<file path="config.mk">
export PLATFORM = sky130hd
export DESIGN_NAME = p2s_rr_scheduler_flat
export DESIGN_NICKNAME = d
export VERILOG_FILES = /design/src/rtl/p2s_rr_scheduler_if.sv /design/src/rtl/p2s_rr_scheduler.sv /design/src/flat_wrapper.sv
export SDC_FILE = /design/constraint.sdc
export NUM_CORES = 1
export LEC_CHECK = 0
export ABC_CLOCK_PERIOD_IN_PS = 1700
export CAP_MARGIN = 10
export CORE_MARGIN = 2
export CORE_UTILIZATION = 39
export DETAILED_ROUTE_END_ITERATION = 8
export GPL_ROUTABILITY_DRIVEN = 0
export PLACE_DENSITY_LB_ADDON = 0.3
export SLEW_MARGIN = 20
export SYNTH_ARGS = -nofsm -noshare
export SYNTH_HDL_FRONTEND = slang
export SYNTH_SLANG_ARGS = --single-unit
</file>
<file path="constraint.sdc">
create_clock -name clk -period 1.7 [get_ports clk]
set_input_delay 0.17 -clock clk [delete_from_list [all_inputs] [get_ports clk]]
set_output_delay 0.17 -clock clk [all_outputs]
set_load 0.1 [all_outputs]
</file>
<file path="src/rtl/p2s_rr_scheduler_if.sv">
// Request/serial-output bundle for p2s_rr_scheduler.
// slave  : scheduler side (takes requests, drives the serial frame)
// master : producer/link side (drives requests, observes the frame)
interface p2s_rr_scheduler_if #(
    parameter int N_CH = 4,
    parameter int DW   = 8,
    parameter int CHW  = 2
) ();
    logic [N_CH-1:0]    req_valid;
    logic [N_CH*DW-1:0] req_data;
    logic [N_CH-1:0]    req_ready;
    logic               dout_serial;
    logic               dout_valid;
    logic               dout_last;
    logic [CHW-1:0]     dout_chan;
    logic               busy;

    modport slave (
        input  req_valid, req_data,
        output req_ready, dout_serial, dout_valid, dout_last, dout_chan, busy
    );

    modport master (
        output req_valid, req_data,
        input  req_ready, dout_serial, dout_valid, dout_last, dout_chan, busy
    );
endinterface

</file>
<file path="src/rtl/p2s_rr_scheduler.sv">
// Round-robin scheduler sharing one parallel-to-serial shifter between
// N_CH requesters. One frame per grant, MSB first, tagged with channel
// and a last-bit marker.
// Optional macro P2S_PARITY_EN appends an even-parity bit to each frame.
module p2s_rr_scheduler #(
    parameter int N_CH = 4,
    parameter int DW   = 8,
    parameter int CHW  = 2
) (
    input  logic                  clk,
    input  logic                  rst,
    p2s_rr_scheduler_if.slave     bus
);

`ifdef P2S_PARITY_EN
    localparam int FRAME = DW + 1;
`else
    localparam int FRAME = DW;
`endif
    localparam int CNTW = $clog2(DW + 1);

    localparam logic [CNTW-1:0] LAST_CNT     = CNTW'(FRAME - 1);
    localparam logic [CNTW-1:0] PRE_LAST_CNT = CNTW'(FRAME - 2);
    localparam logic [CHW-1:0]  LAST_CH      = CHW'(N_CH - 1);
`ifdef P2S_PARITY_EN
    localparam logic [CNTW-1:0] LAST_DATA_CNT = CNTW'(DW - 1);
`endif

    typedef enum logic {IDLE = 1'b0, SHIFT = 1'b1} state_t;

    state_t          r_state;
    state_t          w_state_next;
    logic [CNTW-1:0] r_cnt;
    logic [CHW-1:0]  r_ptr;
    logic [DW-1:0]   r_shift;
    logic            r_dout_serial;
    logic            r_dout_valid;
    logic            r_dout_last;
    logic [CHW-1:0]  r_dout_chan;
`ifdef P2S_PARITY_EN
    logic            r_parity;
`endif

    logic [DW-1:0]   w_word [N_CH];
    logic            w_last_bit;
    logic            w_window;
    logic            w_grant_any;
    logic [CHW-1:0]  w_grant_idx;
    logic            w_xfer;
    logic [N_CH-1:0] w_ready;

    // Unpack the flattened request words per channel
    generate
        for (genvar gi = 0; gi < N_CH; gi++) begin : g_word
            assign w_word[gi] = bus.req_data[gi*DW +: DW];
        end
    endgenerate

    // The final bit of a frame doubles as the accept slot for the next one
    assign w_last_bit = (r_state == SHIFT) && (r_cnt == LAST_CNT);
    assign w_window   = (r_state == IDLE) || w_last_bit;

    // Round-robin search: first valid channel at or after the pointer, with wrap.
    // Iterating from the farthest offset down lets the nearest one win.
    always_comb begin
        int cand;
        cand        = 0;
        w_grant_any = 1'b0;
        w_grant_idx = '0;
        for (int i = N_CH - 1; i >= 0; i--) begin
            cand = int'(r_ptr) + i;
            if (cand >= N_CH) begin
                cand = cand - N_CH;
            end
            if (bus.req_valid[CHW'(cand)]) begin
                w_grant_any = 1'b1;
                w_grant_idx = CHW'(cand);
            end
        end
    end

    // State register
    always_ff @(posedge clk) begin
        if (rst) begin
            r_state <= IDLE;
        end else begin
            r_state <= w_state_next;
        end
    end

    // Next-state logic: stay in SHIFT across back-to-back grants
    always_comb begin
        w_state_next = r_state;
        case (r_state)
            IDLE:    if (w_xfer) w_state_next = SHIFT;
            SHIFT:   if (w_last_bit && !w_xfer) w_state_next = IDLE;
            default: w_state_next = IDLE;
        endcase
    end

    // Output logic: a transfer happens whenever the window is open and someone asks
    always_comb begin
        w_xfer = w_window && w_grant_any;
    end

    // One-hot ready toward the granted channel only
    generate
        for (genvar gi = 0; gi < N_CH; gi++) begin : g_ready
            assign w_ready[gi] = w_xfer && (w_grant_idx == CHW'(gi));
        end
    endgenerate

    // Datapath: capture on handshake, then step one bit per cycle.
    // r_shift keeps the not-yet-sent bits MSB-aligned; the first bit goes
    // straight to the output register on the capture edge.
    always_ff @(posedge clk) begin
        if (rst) begin
            r_cnt         <= '0;
            r_ptr         <= '0;
            r_shift       <= '0;
            r_dout_serial <= 1'b0;
            r_dout_valid  <= 1'b0;
            r_dout_last   <= 1'b0;
            r_dout_chan   <= '0;
`ifdef P2S_PARITY_EN
            r_parity      <= 1'b0;
`endif
        end else if (w_xfer) begin
            r_shift       <= {w_word[w_grant_idx][DW-2:0], 1'b0};
            r_dout_serial <= w_word[w_grant_idx][DW-1];
            r_dout_valid  <= 1'b1;
            r_dout_last   <= 1'b0;
            r_dout_chan   <= w_grant_idx;
            r_ptr         <= (w_grant_idx == LAST_CH) ? '0 : w_grant_idx + 1'b1;
            r_cnt         <= '0;
`ifdef P2S_PARITY_EN
            r_parity      <= ^w_word[w_grant_idx];
`endif
        end else if (r_state == SHIFT) begin
            if (w_last_bit) begin
                r_dout_serial <= 1'b0;
                r_dout_valid  <= 1'b0;
                r_dout_last   <= 1'b0;
                r_cnt         <= '0;
            end else begin
                r_cnt       <= r_cnt + 1'b1;
                r_shift     <= {r_shift[DW-2:0], 1'b0};
                r_dout_last <= (r_cnt == PRE_LAST_CNT);
`ifdef P2S_PARITY_EN
                r_dout_serial <= (r_cnt == LAST_DATA_CNT) ? r_parity : r_shift[DW-1];
`else
                r_dout_serial <= r_shift[DW-1];
`endif
            end
        end
    end

    assign bus.req_ready   = w_ready;
    assign bus.dout_serial = r_dout_serial;
    assign bus.dout_valid  = r_dout_valid;
    assign bus.dout_last   = r_dout_last;
    assign bus.dout_chan   = r_dout_chan;
    assign bus.busy        = (r_state == SHIFT);

endmodule

</file>
<file path="src/flat_wrapper.sv">
// flat-port wrapper written by rule: the top's interface ports become plain ports
module p2s_rr_scheduler_flat 
#(
    parameter int N_CH = 4,
    parameter int DW   = 8,
    parameter int CHW  = 2
)
  (clk, rst, bus_req_valid, bus_req_data, bus_req_ready, bus_dout_serial, bus_dout_valid, bus_dout_last, bus_dout_chan, bus_busy);
  p2s_rr_scheduler_if #(.N_CH(N_CH), .DW(DW), .CHW(CHW)) bus_i ();
  input  logic clk;
  input  logic rst;
  input wire logic [$bits(bus_i.req_valid)-1:0] bus_req_valid;
  input wire logic [$bits(bus_i.req_data)-1:0] bus_req_data;
  output wire logic [$bits(bus_i.req_ready)-1:0] bus_req_ready;
  output wire logic [$bits(bus_i.dout_serial)-1:0] bus_dout_serial;
  output wire logic [$bits(bus_i.dout_valid)-1:0] bus_dout_valid;
  output wire logic [$bits(bus_i.dout_last)-1:0] bus_dout_last;
  output wire logic [$bits(bus_i.dout_chan)-1:0] bus_dout_chan;
  output wire logic [$bits(bus_i.busy)-1:0] bus_busy;
  assign bus_i.req_valid = bus_req_valid;
  assign bus_i.req_data = bus_req_data;
  assign bus_req_ready = bus_i.req_ready;
  assign bus_dout_serial = bus_i.dout_serial;
  assign bus_dout_valid = bus_i.dout_valid;
  assign bus_dout_last = bus_i.dout_last;
  assign bus_dout_chan = bus_i.dout_chan;
  assign bus_busy = bus_i.busy;
  p2s_rr_scheduler #(.N_CH(N_CH), .DW(DW), .CHW(CHW)) u_core (.clk(clk), .rst(rst), .bus(bus_i));
endmodule
</file>
# Yosys cells after proc, flatten, opt, wreduce, memory -nomap -nowiden
# Cells that the tools add are included.
[classes] addsub=9 order_cmp=9 n_eq_ne=6 n_mux=42 bitwise_logic=2 reduce_logical=15
[ops] op="two-way mux 8 bit" n=5
[ops] op="two-way mux 1 bit" n=21
[ops] op="two-way mux 2 bit" n=9
[ops] op="binary-select mux 8 bit (select 2 bit)" n=1
[ops] op="less-than comparator 2 x 4 -> 1 bit, second input constant" n=4
[ops] op="greater-or-equal comparator 3 bit, second input constant" n=4
[ops] op="binary-select mux 1 bit (select 2 bit)" n=4
[ops] op="== test 4 x 3 -> 1 bit, second input constant" n=2
[ops] op="subtractor 2 x 1 -> 2 bit, second input constant" n=4
[ops] op="logical AND 1 bit" n=7
[ops] op="adder 2 x 2 -> 3 bit, second input constant" n=2
[ops] op="adder 4 x 1 -> 4 bit, second input constant" n=1
[ops] op="== test 2 bit, second input constant" n=2
[ops] op="two-way mux 4 bit" n=1
[ops] op="AND reduction 2 bit" n=2
[ops] op="nonzero test 2 bit" n=2
[ops] op="adder 2 x 1 -> 3 bit, second input constant" n=1
[ops] op="greater-or-equal comparator 2 x 3 -> 1 bit, second input constant" n=1
[ops] op="inverter 2 -> 3 bit" n=1
[ops] op="adder 2 x 1 -> 2 bit, second input constant" n=1
[ops] op="== test 2 x 1 -> 1 bit, second input constant" n=1
[ops] op="logical NOT 2 bit" n=1
[ops] op="inequality test 2 bit, second input constant" n=1
[ops] op="case mux 1 bit (2 select lines)" n=1
[ops] op="other kinds (4)" n=4
[totals] regBits=19 in_bits=38 out_inout_bits=10 word_cells=91

# Depth between registers and ports, before layout
# Gate-level depths: netlist (run 1).
[depth] depth_word=15 ltp_mapped=8

# Worst setup path after synthesis (run 1)
# No wires, ideal clock.
[synth_path] kind="flip-flop to output port" startpoint="register u_core.r_state (netlist: u_core.bus.busy)" endpoint="output port bus_req_ready[0]" arrival_time_ns=2.107 required_time_ns=1.530 setup_slack_ns=-0.577 stages_incl_launch_ff=4 path_buffers=1 path_cell_list="dfxtp_1 nand2_1 clkbuf_1 and3_1"
[synth_between] elab_chain_len=4 word_cells_on_any_way=5 classes_between="bitwise (1); reduce/logical (4)"
[synth_rtl] item="from (decl)" line_no="p2s_rr_scheduler.sv:31" rtl="state_t r_state;"
[synth_rtl] item="from (signal assigned)" line_no="p2s_rr_scheduler.sv:87" rtl="r_state <= w_state_next;"
[synth_rtl] item="logical AND 1 bit / inverter 1 bit (equally long branches)" line_no="p2s_rr_scheduler.sv:60, p2s_rr_scheduler.sv:61"
[synth_rtl] item="logical OR 1 bit *" line_no="p2s_rr_scheduler.sv:61" rtl="assign w_window = (r_state == IDLE) || w_last_bit;"
[synth_rtl] item="logical AND 1 bit *" line_no="p2s_rr_scheduler.sv:103" rtl="w_xfer = w_window && w_grant_any;"
[synth_rtl] item="logical AND 1 bit *" line_no="p2s_rr_scheduler.sv:109" rtl="assign w_ready[gi] = w_xfer && (w_grant_idx == CHW'(gi));"
[synth_rtl] item="to (decl)" line_no="flat_wrapper.sv:14" rtl="output wire logic [$bits(bus_i.req_ready)-1:0] bus_req_ready;"
# Every way passes the cells marked *; elsewhere a longest branch is shown, timed or not.

# Worst setup path after layout (run 1)
[layout_path] startpoint="register u_core.r_ptr[1]" endpoint="output port bus_req_ready[1]"
[layout_between] elab_chain_len=12 word_cells_on_any_way=38 classes_between="add/sub (7); order compare (4); eq/ne (1); mux (24); reduce/logical (2)"
[layout_rtl] item="from (decl)" line_no="p2s_rr_scheduler.sv:34" rtl="logic [CHW-1:0] r_ptr;"
[layout_rtl] item="from (signal assigned)" line_no="p2s_rr_scheduler.sv:134" rtl="r_ptr <= (w_grant_idx == LAST_CH) ? '0 : w_grant_idx + 1'b1;"
[layout_rtl] item="adder 2 x 2 -> 3 bit" line_no="p2s_rr_scheduler.sv:71" rtl="cand = int'(r_ptr) + i;"
[layout_rtl] item="greater-or-equal comparator 3 bit / subtractor 2 x 1 -> 2 bit (equally long branches)" line_no="p2s_rr_scheduler.sv:72, p2s_rr_scheduler.sv:73"
[layout_rtl] item="two-way mux 2 bit" line_no="p2s_rr_scheduler.sv:72" rtl="if (cand >= N_CH) begin"
[layout_rtl] item="binary-select mux 1 bit (select 2 bit)" line_no="p2s_rr_scheduler.sv:75" rtl="if (bus.req_valid[CHW'(cand)]) begin"
[layout_rtl] item="two-way mux 1 bit (implied by the code) (2 in series)" line_no="p2s_rr_scheduler.sv:75"
[layout_rtl] item="two-way mux 2 bit (3 in series)" line_no="p2s_rr_scheduler.sv:75"
[layout_rtl] item="two-way mux 2 bit *" line_no="p2s_rr_scheduler.sv:75"
[layout_rtl] item="via u_core.w_grant_idx[0]" line_no="p2s_rr_scheduler.sv:48" rtl="logic [CHW-1:0] w_grant_idx;"
[layout_rtl] item="== test 2 x 1 -> 1 bit *" line_no="p2s_rr_scheduler.sv:109"
[layout_rtl] item="logical AND 1 bit *" line_no="p2s_rr_scheduler.sv:109"
# The timed path passes the listed nets; every way through them passes the cells marked *. The select of a mux whose other input is x is not followed.

==> flow_metrics.py, run 1 <==
metrics = {
    "synth": {
        "synth_flop_cell": "dfxtp_1",
        "syn-instance-count": 139,
        "post_synth_num_cell_types": 44,
        "synth_fp_nets": 183,
        "share_of_synthesized_flip_flops_with_an_asynchronous_set_or_reset": 0,
        "mean_area_per_synthesized_cell_um2": 9.01,
        "synth_sequential_area_ratio": 0.304,
        "synthDominantCellAreaShare": 0.304,
        "syn_area_mm2": 0.00125,
        "netlist.top_cell.by_area": "dfxtp_1",
        "synth.top_cells.by_count": "19 x dfxtp_1, 16 x mux2i_1, 15 x nand2_1",
        "synth_top_cells_by_area": "dfxtp_1 30%, mux2i_1 13%, ha_1 6.0%, nand2_1 4.5%, o21ai_0 3.2%",
        "synth-edff-count": 0,
        "yosys_warnings": 0,
        "ys_ff_latch": 19,
        "post-synth-top-count-cell": "dfxtp_1",
    },
    "global_route": {
        "grt_pass1_wl_um": 6150,
        "initial_antenna_violation_count": 0,
        "groute.usage.overall": 0.223,
        "gr-total-overflow": 0,
        "first_global_vias": 1394,
        "grt_max_degree": 17,
    },
    "critical_path": {
        "setup.worst_path.start_class": "flop",
        "cp_data_required_time_ps": 1530,
        "path_class": "flop to output pin",
        "crit_path_end_kind": "output pin",
        "arrival_time_of_the_worst_setup_path_ps": 1870,
        "path_max_fanout": 6,
    },
    "sta": {
        "worst_margin_slew_ps": 308,
        "period_minus_slack_ps": 2040,
        "slew-limit-headroom": 0.789,
        "timing.final.hold_violations": 0,
        "final.setup.worst_slack_ps": -335,
        "finalCritPeriodShare": 1.20,
        "maxClockFrequency_ghz": 0.491,
        "grt_setup_unrepaired": "yes",
        "finalHoldWorstSlack_ps": 482,
        "setup_tns_ps": -2190,
        "report.final.setup_viol": 12,
        "max_slew_vio_count": 0,
        "fin_worst_skew_ps": 4.96,
    },
    "routing": {
        "routed_wire_length_per_instance_um": 16.0,
        "drt_pre_antenna_iters": 5,
        "detailedRoute.firstIterationViolations": 64,
        "detail-route-antenna-nets": 0,
        "post_drt_via_cell_ratio": 5.29,
        "drcViolationCount": 0,
        "postRouteWirelength_um": 4030,
        "route.vias.total": 1332,
    },
    "placement": {
        "detailed_place_hpwl_um": 2800,
        "post-place-cells": 239,
        "quantity_of_i_o_buffers_inserted_on_ports": 47,
        "placement.cell_area_mm2": 0.00191,
        "pre_cts_worst_setup_slack_ps": -433,
    },
    "finish": {
        "drive_above_1_share": 0.370,
        "design_area_mm2": 0.00215,
        "final_cell_count_no_fill": 252,
        "syn2layout_area_growth_pct": 71.8,
        "final_util": 0.705,
        "antenna-diode-count": 0,
        "total_number_of_nets_in_the_final_design": 253,
    },
    "floorplan": {
        "floorplan.initialDensity": 0.410,
        "fp.dieArea_mm2": 0.00368,
        "design.core.area_mm2": 0.00305,
        "placement_rows": 20,
        "boundaryPins": 48,
        "chipWidth_um": 60.7,
        "fp.dieH_um": 60.7,
    },
    "clock_network": {
        "clock-root-buffer": "clkbuf_4",
        "clkSlewWorstSetupHoldPaths_ps": 100,
        "clock_sinks": 19,
        "max-clock-path-buffers": 2,
        "clock_buffers_created_by_tritoncts": 3,
        "clkLatencyLatePin_ps": 300,
        "clock_tree_from_tritoncts": "built",
        "cts-htree-levels": 1,
    },
    "run": {
        "max_cap_viol_count": 0,
    },
    "power": {
        "p_per_area_mw_per_mm2": 681,
        "final_total_pwr_mw": 1.47,
        "vdd_drop_max_mv": 0.520,
        "p_leak_nw": 0.858,
    },
    "min_path": {
        "worstHoldPathType": "flop to flop",
    },
    "run_status": {
        "outcome": "finished with violations",
        "violations": "setup timing",
    },
}
-- flip-flops by register name, summed over array words and instances, names as in the netlist --
signal	flops
u_core.bus.dout_chan	2
u_core.bus.busy	1
u_core.r_shift	7
u_core.bus.dout_serial	1
u_core.bus.dout_valid	1
u_core.r_ptr	2
u_core.r_cnt	4
u_core.bus.dout_last	1
-- critical path, stage by stage, from the launching register on --
cell and delay [ps]:
dfxtp_4 400, or3b_4 410, o221ai_4 110, inv_2 140, ha_4 190, and3_4 150, buf_12 160
-- layout by cell type (no fill, tap or decap), types with 2 or more instances in the layout --
cell type / n
clkdlybuf4s50_1: 34
inv_2: 2
a211oi_1: 2
o21ai_1: 4
nor3_1: 3
nand2_1: 12
ha_1: 2
inv_1: 3
and3_4: 4
buf_4: 25
dfxtp_1: 16
dfxtp_4: 3
mux2_2: 2
a221oi_1: 2
clkbuf_4: 3
buf_12: 5
nand4_1: 2
mux2i_1: 14
a211oi_2: 2
buf_6: 5
nand2_2: 3
o221a_1: 3
ha_4: 3
a31oi_1: 3
a21oi_1: 7
dlygate4sd2_1: 3
nor2_1: 8
o21ai_0: 3
-- kinds of logic after synthesis --
group           after synthesis  share of synthesized area
compound gates               36                      0.214
buf+inv                      14                     0.0789
simple gates                 44                      0.182
fa+ha+maj                     6                     0.0599
xor+xnor                      1                    0.00699
mux                          19                      0.155
flops                        19                      0.304
-- cell type report --
type / count / area (um2)
well taps: 44 / 55.1
multi-input cells: 106 / 923
clock buffers: 4 / 26.3
fillers: 238 / 901
flip-flops and latches: 19 / 392
inverters: 6 / 30.0
repair buffers: 73 / 726
-- report_power, final --
part	total [mW]	internal [mW]	switching [mW]	leakage [nW]
registers	0.510	0.479	0.0309	0.158
clock network	0.235	0.0915	0.143	0.0150
logic	0.721	0.350	0.371	0.685
-- what timing repair did --
item | 4_1_cts | 5_1_grt
resized for setup | 34 | 16
setup endpoints to repair | 14 | 14
hold endpoints to repair | 0 | 0
pin swaps | 3 | 9
cloned | 0 | 0
buffers inserted | 7 | 6
hold buffers | 0 | 0
-- metal layers --
metal,vias to the layer above,part of all wire,GRT usage
li1,656,-,-
met5,-,0,0
met3,8,0.048,0.0554
met2,38,0.54,0.424
met4,0,0.021,0.0714
met1,630,0.39,0.239
-- final timing paths --
| check | endpoint | startpoint | cells past startpoint | slack, ps |
|---|---|---|---|---|
| min | u_core.bus.dout_chan[1] | u_core.bus.dout_chan[1] | 2 | 480 |
| min reg2reg | u_core.bus.dout_chan[1] | u_core.bus.dout_chan[1] | 2 | 480 |
| max | bus_req_ready[1] | u_core.r_ptr[1] | 6 | -340 |
| max reg2reg | u_core.r_shift[1] | u_core.r_ptr[1] | 8 | -200 |
No activity file was read; power rests on OpenSTA's default activity.
==> run 2, diff against run 1 <==
--- a/config.mk
+++ b/config.mk
@@ -7,7 +7,7 @@
 export LEC_CHECK = 0
 export ABC_CLOCK_PERIOD_IN_PS = 1700
 export CAP_MARGIN = 10
-export CORE_MARGIN = 2
+export CORE_MARGIN = 4
 export CORE_UTILIZATION = 39
 export DETAILED_ROUTE_END_ITERATION = 8
 export GPL_ROUTABILITY_DRIVEN = 0
==> constraint.sdc (replaced) <==
create_clock -name clk -period 1.7 [get_ports clk]
set_input_delay 0.34 -clock clk [delete_from_list [all_inputs] [get_ports clk]]
set_output_delay 0.34 -clock clk [all_outputs]
set_load 0.1 [all_outputs]
==> flow_metrics.py, run 2 (synthesized netlist as in run 1, its figures left out) <==
metrics = {
    "routing": {
        "route.vias.total": 1337,
        "routed_wire_length_per_instance_um": 15.6,
        "detail-route-antenna-nets": 0,
        "drcViolationCount": 0,
        "detailedRoute.firstIterationViolations": 118,
        "drt_pre_antenna_iters": 4,
        "post_drt_via_cell_ratio": 5.24,
        "postRouteWirelength_um": 3980,
    },
    "global_route": {
        "groute.usage.overall": 0.210,
        "grt_pass1_wl_um": 6810,
        "first_global_vias": 1448,
        "initial_antenna_violation_count": 0,
        "grt_max_degree": 17,
        "gr-total-overflow": 0,
    },
    "sta": {
        "max_slew_vio_count": 0,
        "finalCritPeriodShare": 1.26,
        "finalHoldWorstSlack_ps": 503,
        "worst_margin_slew_ps": 319,
        "slew-limit-headroom": 0.782,
        "grt_setup_unrepaired": "yes",
        "period_minus_slack_ps": 2140,
        "report.final.setup_viol": 13,
        "maxClockFrequency_ghz": 0.467,
        "fin_worst_skew_ps": 2.48,
        "final.setup.worst_slack_ps": -442,
        "setup_tns_ps": -2810,
        "timing.final.hold_violations": 0,
    },
    "finish": {
        "nFillCells": 226,
        "regMostFlops": "u_core.r_shift",
        "total_number_of_nets_in_the_final_design": 256,
        "most-common-layout-cells": "33 x clkdlybuf4s50_1, 24 x buf_4, 16 x dfxtp_1, 14 x mux2i_1, 13 x nand2_1",
        "drive_above_1_share": 0.379,
        "antenna-diode-count": 0,
        "number_of_flip_flops_in_the_largest_register": 7,
        "syn2layout_area_growth_pct": 80.0,
        "largest_registers": "u_core.r_shift x7, u_core.r_cnt x4",
        "area.sequential_um2": 389,
        "design_area_mm2": 0.00225,
        "multiInputGateArea_um2": 933,
        "final_common_cell": "clkdlybuf4s50_1",
    },
    "power": {
        "p_per_area_mw_per_mm2": 673,
        "p_leak_nw": 0.893,
        "final_total_pwr_mw": 1.52,
        "p_switching_mw": 0.552,
        "cellInternalPower_mw": 0.965,
        "vdd_drop_max_mv": 0.648,
        "power.share.sequential": 0.340,
        "switching_share": 0.364,
        "power.combinational.fraction": 0.504,
        "clock_power_share": 0.157,
    },
    "clock_network": {
        "clock-root-buffer": "clkbuf_4",
        "clock_buffers_created_by_tritoncts": 3,
        "clkLatencyLatePin_ps": 310,
        "clock_tree_from_tritoncts": "built",
        "cts-htree-levels": 1,
        "clkSlewWorstSetupHoldPaths_ps": 110,
        "max-clock-path-buffers": 2,
        "clock_sinks": 19,
    },
    "critical_path": {
        "arrival_time_of_the_worst_setup_path_ps": 1800,
        "path_max_fanout": 6,
        "critical_path.reg2reg.startpoint": "u_core.r_ptr[1]",
        "cp-startpoint": "u_core.r_ptr[1]",
        "path_class": "flop to output pin",
        "rrSetupSlack_ps": -330,
        "crit_path_end_kind": "output pin",
        "setup.worst_path.start_class": "flop",
        "cp_data_required_time_ps": 1360,
    },
    "run_status": {
        "violations": "setup timing",
        "outcome": "finished with violations",
    },
    "floorplan": {
        "placement_rows": 20,
        "chipWidth_um": 64.7,
        "fp.dieH_um": 64.7,
        "design.core.area_mm2": 0.00305,
        "floorplan.initialDensity": 0.410,
        "fp.dieArea_mm2": 0.00418,
        "boundaryPins": 48,
    },
    "min_path": {
        "worstHoldStart": "u_core.r_cnt[3]",
        "worstHoldPathType": "flop to flop",
    },
    "placement": {
        "detailed_place_hpwl_um": 2960,
        "pre_cts_worst_setup_slack_ps": -744,
        "placement.cell_area_mm2": 0.00205,
        "quantity_of_i_o_buffers_inserted_on_ports": 47,
    },
    "run": {
        "max_cap_viol_count": 0,
    },
}
[run 2: final cells by class]
cell class | count | share of cell area
Inverter | 6 | 0.0133
Timing Repair Buffer | 76 | 0.364
Tap cell | 44 | 0.0244
Clock buffer | 4 | 0.0117
Multi-Input combinational cell | 106 | 0.414
Sequential cell | 19 | 0.173
[run 2: critical path: stages (launching register included)]
cell and delay [ps]:
dfxtp_4 390, or3b_4 400, o221ai_4 100, inv_2 100
ha_2 170, and3_4 170, buf_12 160
[run 2: metal layers]
layer,part of all wire,vias up,routed length (um),GRT usage
li1,-,662,-,-
met1,0.38,624,1530,0.224
met2,0.54,41,2130,0.392
met3,0.056,10,221,0.0555
met4,0.024,0,97,0.0739
met5,0,-,0,0
[run 2: what timing repair did]
item                                    in CTS  in global routing
hold buffers                                 0                  0
setup buffers                                7                  6
gates resized for setup                     31                 15
endpoints found under the setup margin      18                 17
pin swaps                                   13                 11
endpoints found under the hold margin        0                  0
gates cloned                                 1                  0
[run 2: path summary, 6_finish.rpt]
check,endpoint,cells past startpoint
worst max-delay path,bus_req_ready[1],6
worst min register to register,u_core.r_cnt[3],2
worst min-delay path,u_core.r_cnt[3],2
worst max register to register,u_core.r_shift[1],8
[run 2: stage by stage]
step / std cells / utilization
6_report: 255 / 0.739
3_5_place_dp: 244 / 0.672
5_1_grt: 255 / 0.739
2_1_floorplan: 139 / -
3_3_place_gp: 244 / 0.672
4_1_cts: 255 / 0.727
[run 2: power groups by stage]
stage / Clock [mW] / Combinational [mW] / Sequential [mW]
2_1_floorplan: 0 / 0.326 / 0.577
3_3_place_gp: 0 / 0.635 / 0.518
3_5_place_dp: 0 / 0.649 / 0.520
4_1_cts: 0.244 / 0.740 / 0.512
5_1_grt: 0.263 / 0.811 / 0.520
6_report: 0.238 / 0.764 / 0.515
==> run 3, diff against run 2 <==
--- a/config.mk
+++ b/config.mk
@@ -8,9 +8,9 @@
 export ABC_CLOCK_PERIOD_IN_PS = 1700
 export CAP_MARGIN = 10
 export CORE_MARGIN = 4
-export CORE_UTILIZATION = 39
+export CORE_UTILIZATION = 55
 export DETAILED_ROUTE_END_ITERATION = 8
-export GPL_ROUTABILITY_DRIVEN = 0
+export DONT_BUFFER_PORTS = 1
 export PLACE_DENSITY_LB_ADDON = 0.3
 export SLEW_MARGIN = 20
 export SYNTH_ARGS = -nofsm -noshare
==> flow_metrics.py, run 3 (synthesized netlist as in run 1, its figures left out) <==
metrics = {
    "critical_path": {
        "worst_path_largest_cell_delay_ps": 390,
        "setup.worst_path.start_class": "flop",
        "path_max_fanout": 6,
        "cp_data_required_time_ps": 1360,
        "path_class": "flop to output pin",
        "crit_path_top_delay_cell": "dfxtp_4",
        "list_of_cells_traversed_by_the_critical_path": "or3b_4 > o221ai_4 > inv_2 > ha_2 > and3_4 > buf_12",
        "arrival_time_of_the_worst_setup_path_ps": 1800,
        "crit_path_end_kind": "output pin",
    },
    "sta": {
        "finalCritPeriodShare": 1.26,
        "slew-limit-headroom": 0.744,
        "report.final.setup_viol": 12,
        "grt_setup_unrepaired": "yes",
        "max_slew_vio_count": 0,
        "final.setup.worst_slack_ps": -437,
        "fin_worst_skew_ps": 10.9,
        "period_minus_slack_ps": 2140,
        "timing.final.hold_violations": 0,
        "setup_tns_ps": -2550,
        "finalHoldWorstSlack_ps": 87.6,
        "maxClockFrequency_ghz": 0.468,
        "worst_margin_slew_ps": 383,
    },
    "finish": {
        "final_util": 0.765,
        "final_common_cell": "buf_4",
        "regMostFlops": "u_core.r_shift",
        "most-common-layout-cells": "23 x buf_4, 16 x dfxtp_1, 15 x mux2i_1, 14 x nand2_1, 8 x nor2_1",
        "antenna-diode-count": 0,
        "drive_above_1_share": 0.392,
        "area.sequential_um2": 389,
        "largest_registers": "u_core.r_shift x7, u_core.r_cnt x4",
        "total_number_of_nets_in_the_final_design": 211,
        "number_of_flip_flops_in_the_largest_register": 7,
        "final_cell_count_no_fill": 194,
        "nFillCells": 151,
        "multiInputGateArea_um2": 885,
        "syn2layout_area_growth_pct": 33.9,
    },
    "global_route": {
        "first_global_vias": 1280,
        "gr-total-overflow": 0,
        "initial_antenna_violation_count": 0,
        "grt_pass1_wl_um": 5630,
        "groute.usage.overall": 0.226,
        "grt_max_degree": 18,
    },
    "run_status": {
        "violations": "setup timing",
        "outcome": "finished with violations",
    },
    "clock_network": {
        "max-clock-path-buffers": 2,
        "cts-htree-levels": 1,
        "clock_buffers_created_by_tritoncts": 3,
        "clkSlewWorstSetupHoldPaths_ps": 110,
        "clock-root-buffer": "clkbuf_4",
        "clkLatencyLatePin_ps": 300,
        "hold_buffer_count_at_cts": 0,
        "clock_tree_from_tritoncts": "built",
        "clock_sinks": 19,
    },
    "power": {
        "power.share.sequential": 0.384,
        "vdd_drop_max_mv": 0.549,
        "p_per_area_mw_per_mm2": 790,
        "switching_share": 0.371,
        "p_switching_mw": 0.492,
        "p_leak_nw": 0.667,
        "cellInternalPower_mw": 0.832,
        "final_total_pwr_mw": 1.32,
        "power.combinational.fraction": 0.447,
        "clock_power_share": 0.169,
    },
    "floorplan": {
        "design.core.area_mm2": 0.00219,
        "floorplan.initialDensity": 0.572,
        "fp.dieArea_mm2": 0.00310,
        "placement_rows": 17,
        "boundaryPins": 48,
        "fp.dieH_um": 55.7,
        "chipWidth_um": 55.7,
    },
    "placement": {
        "post-place-cells": 185,
        "gp_routability_congestion": 0.775,
        "quantity_of_i_o_buffers_inserted_on_ports": 0,
        "detailed_place_hpwl_um": 2420,
    },
    "routing": {
        "drt_pre_antenna_iters": 4,
        "detail-route-antenna-nets": 0,
        "route.vias.total": 1212,
        "drcViolationCount": 0,
        "detailedRoute.firstIterationViolations": 30,
        "post_drt_via_cell_ratio": 6.25,
        "postRouteWirelength_um": 3450,
        "routed_wire_length_per_instance_um": 17.8,
    },
    "min_path": {
        "worstHoldPathType": "primary input to flop",
    },
    "run": {
        "max_cap_viol_count": 0,
    },
}
[run 3: path summary, 6_finish.rpt]
path	from	to	slack, ps	cells past startpoint
setup reg to reg	u_core.r_ptr[1]	u_core.r_shift[3]	-170	8
hold reg to reg	u_core.r_shift[7]	u_core.r_shift[7]	490	2
setup / recovery	u_core.r_ptr[1]	bus_req_ready[1]	-440	6
hold / removal	rst	u_core.r_ptr[1]	90	1
[run 3: routing by layer]
layer  global-route usage  share of wire  wire, um
met1                0.226           0.36      1260
met2                0.424           0.55      1890
met3               0.0928          0.079       272
met4               0.0590         0.0090        31
met5                    0              0         0
[run 3: what timing repair did]
item / CTS / global route
pin swaps: 7 / 4
setup buffers: 5 / 0
resized for setup: 14 / 10
endpoints found under the setup margin: 11 / 14
[run 3: stage by stage]
step | instance area [um2] | setup WS, ps
final | 1680 | -437
after detailed placement | 1540 | -117
after global placement | 1540 | -87.4
after CTS | 1640 | -431
after global routing | 1680 | -484
after floorplan | 1320 | -143
[run 3: cell type report]
| cell class | instances | share of cell area |
|---|---|---|
| Clock buffer | 3 | 0.0134 |
| Inverter | 6 | 0.0179 |
| Tap cell | 28 | 0.0209 |
| Clock inverter | 1 | 0.00299 |
| Multi-Input combinational cell | 106 | 0.528 |
| Timing Repair Buffer | 31 | 0.185 |
| Sequential cell | 19 | 0.232 |
[run 3: critical path, delay by kind of cell (launching register included)]
family	cells	cell delay [ps]
AND/OR/NAND/NOR	2	560
adder cells (fa/ha/maj)	1	180
flip-flops	1	390
AO/OA/AOI/OAI	1	100
buffers and inverters	2	260
[run 3: power groups by stage]
| stage | logic [mW] | registers, mW | clock network, mW |
|---|---|---|---|
| after floorplan | 0.326 | 0.577 | 0 |
| after global routing | 0.633 | 0.512 | 0.251 |
| after CTS | 0.569 | 0.504 | 0.229 |
| final | 0.592 | 0.508 | 0.224 |
| after global placement | 0.511 | 0.511 | 0 |
| after detailed placement | 0.523 | 0.513 | 0 |
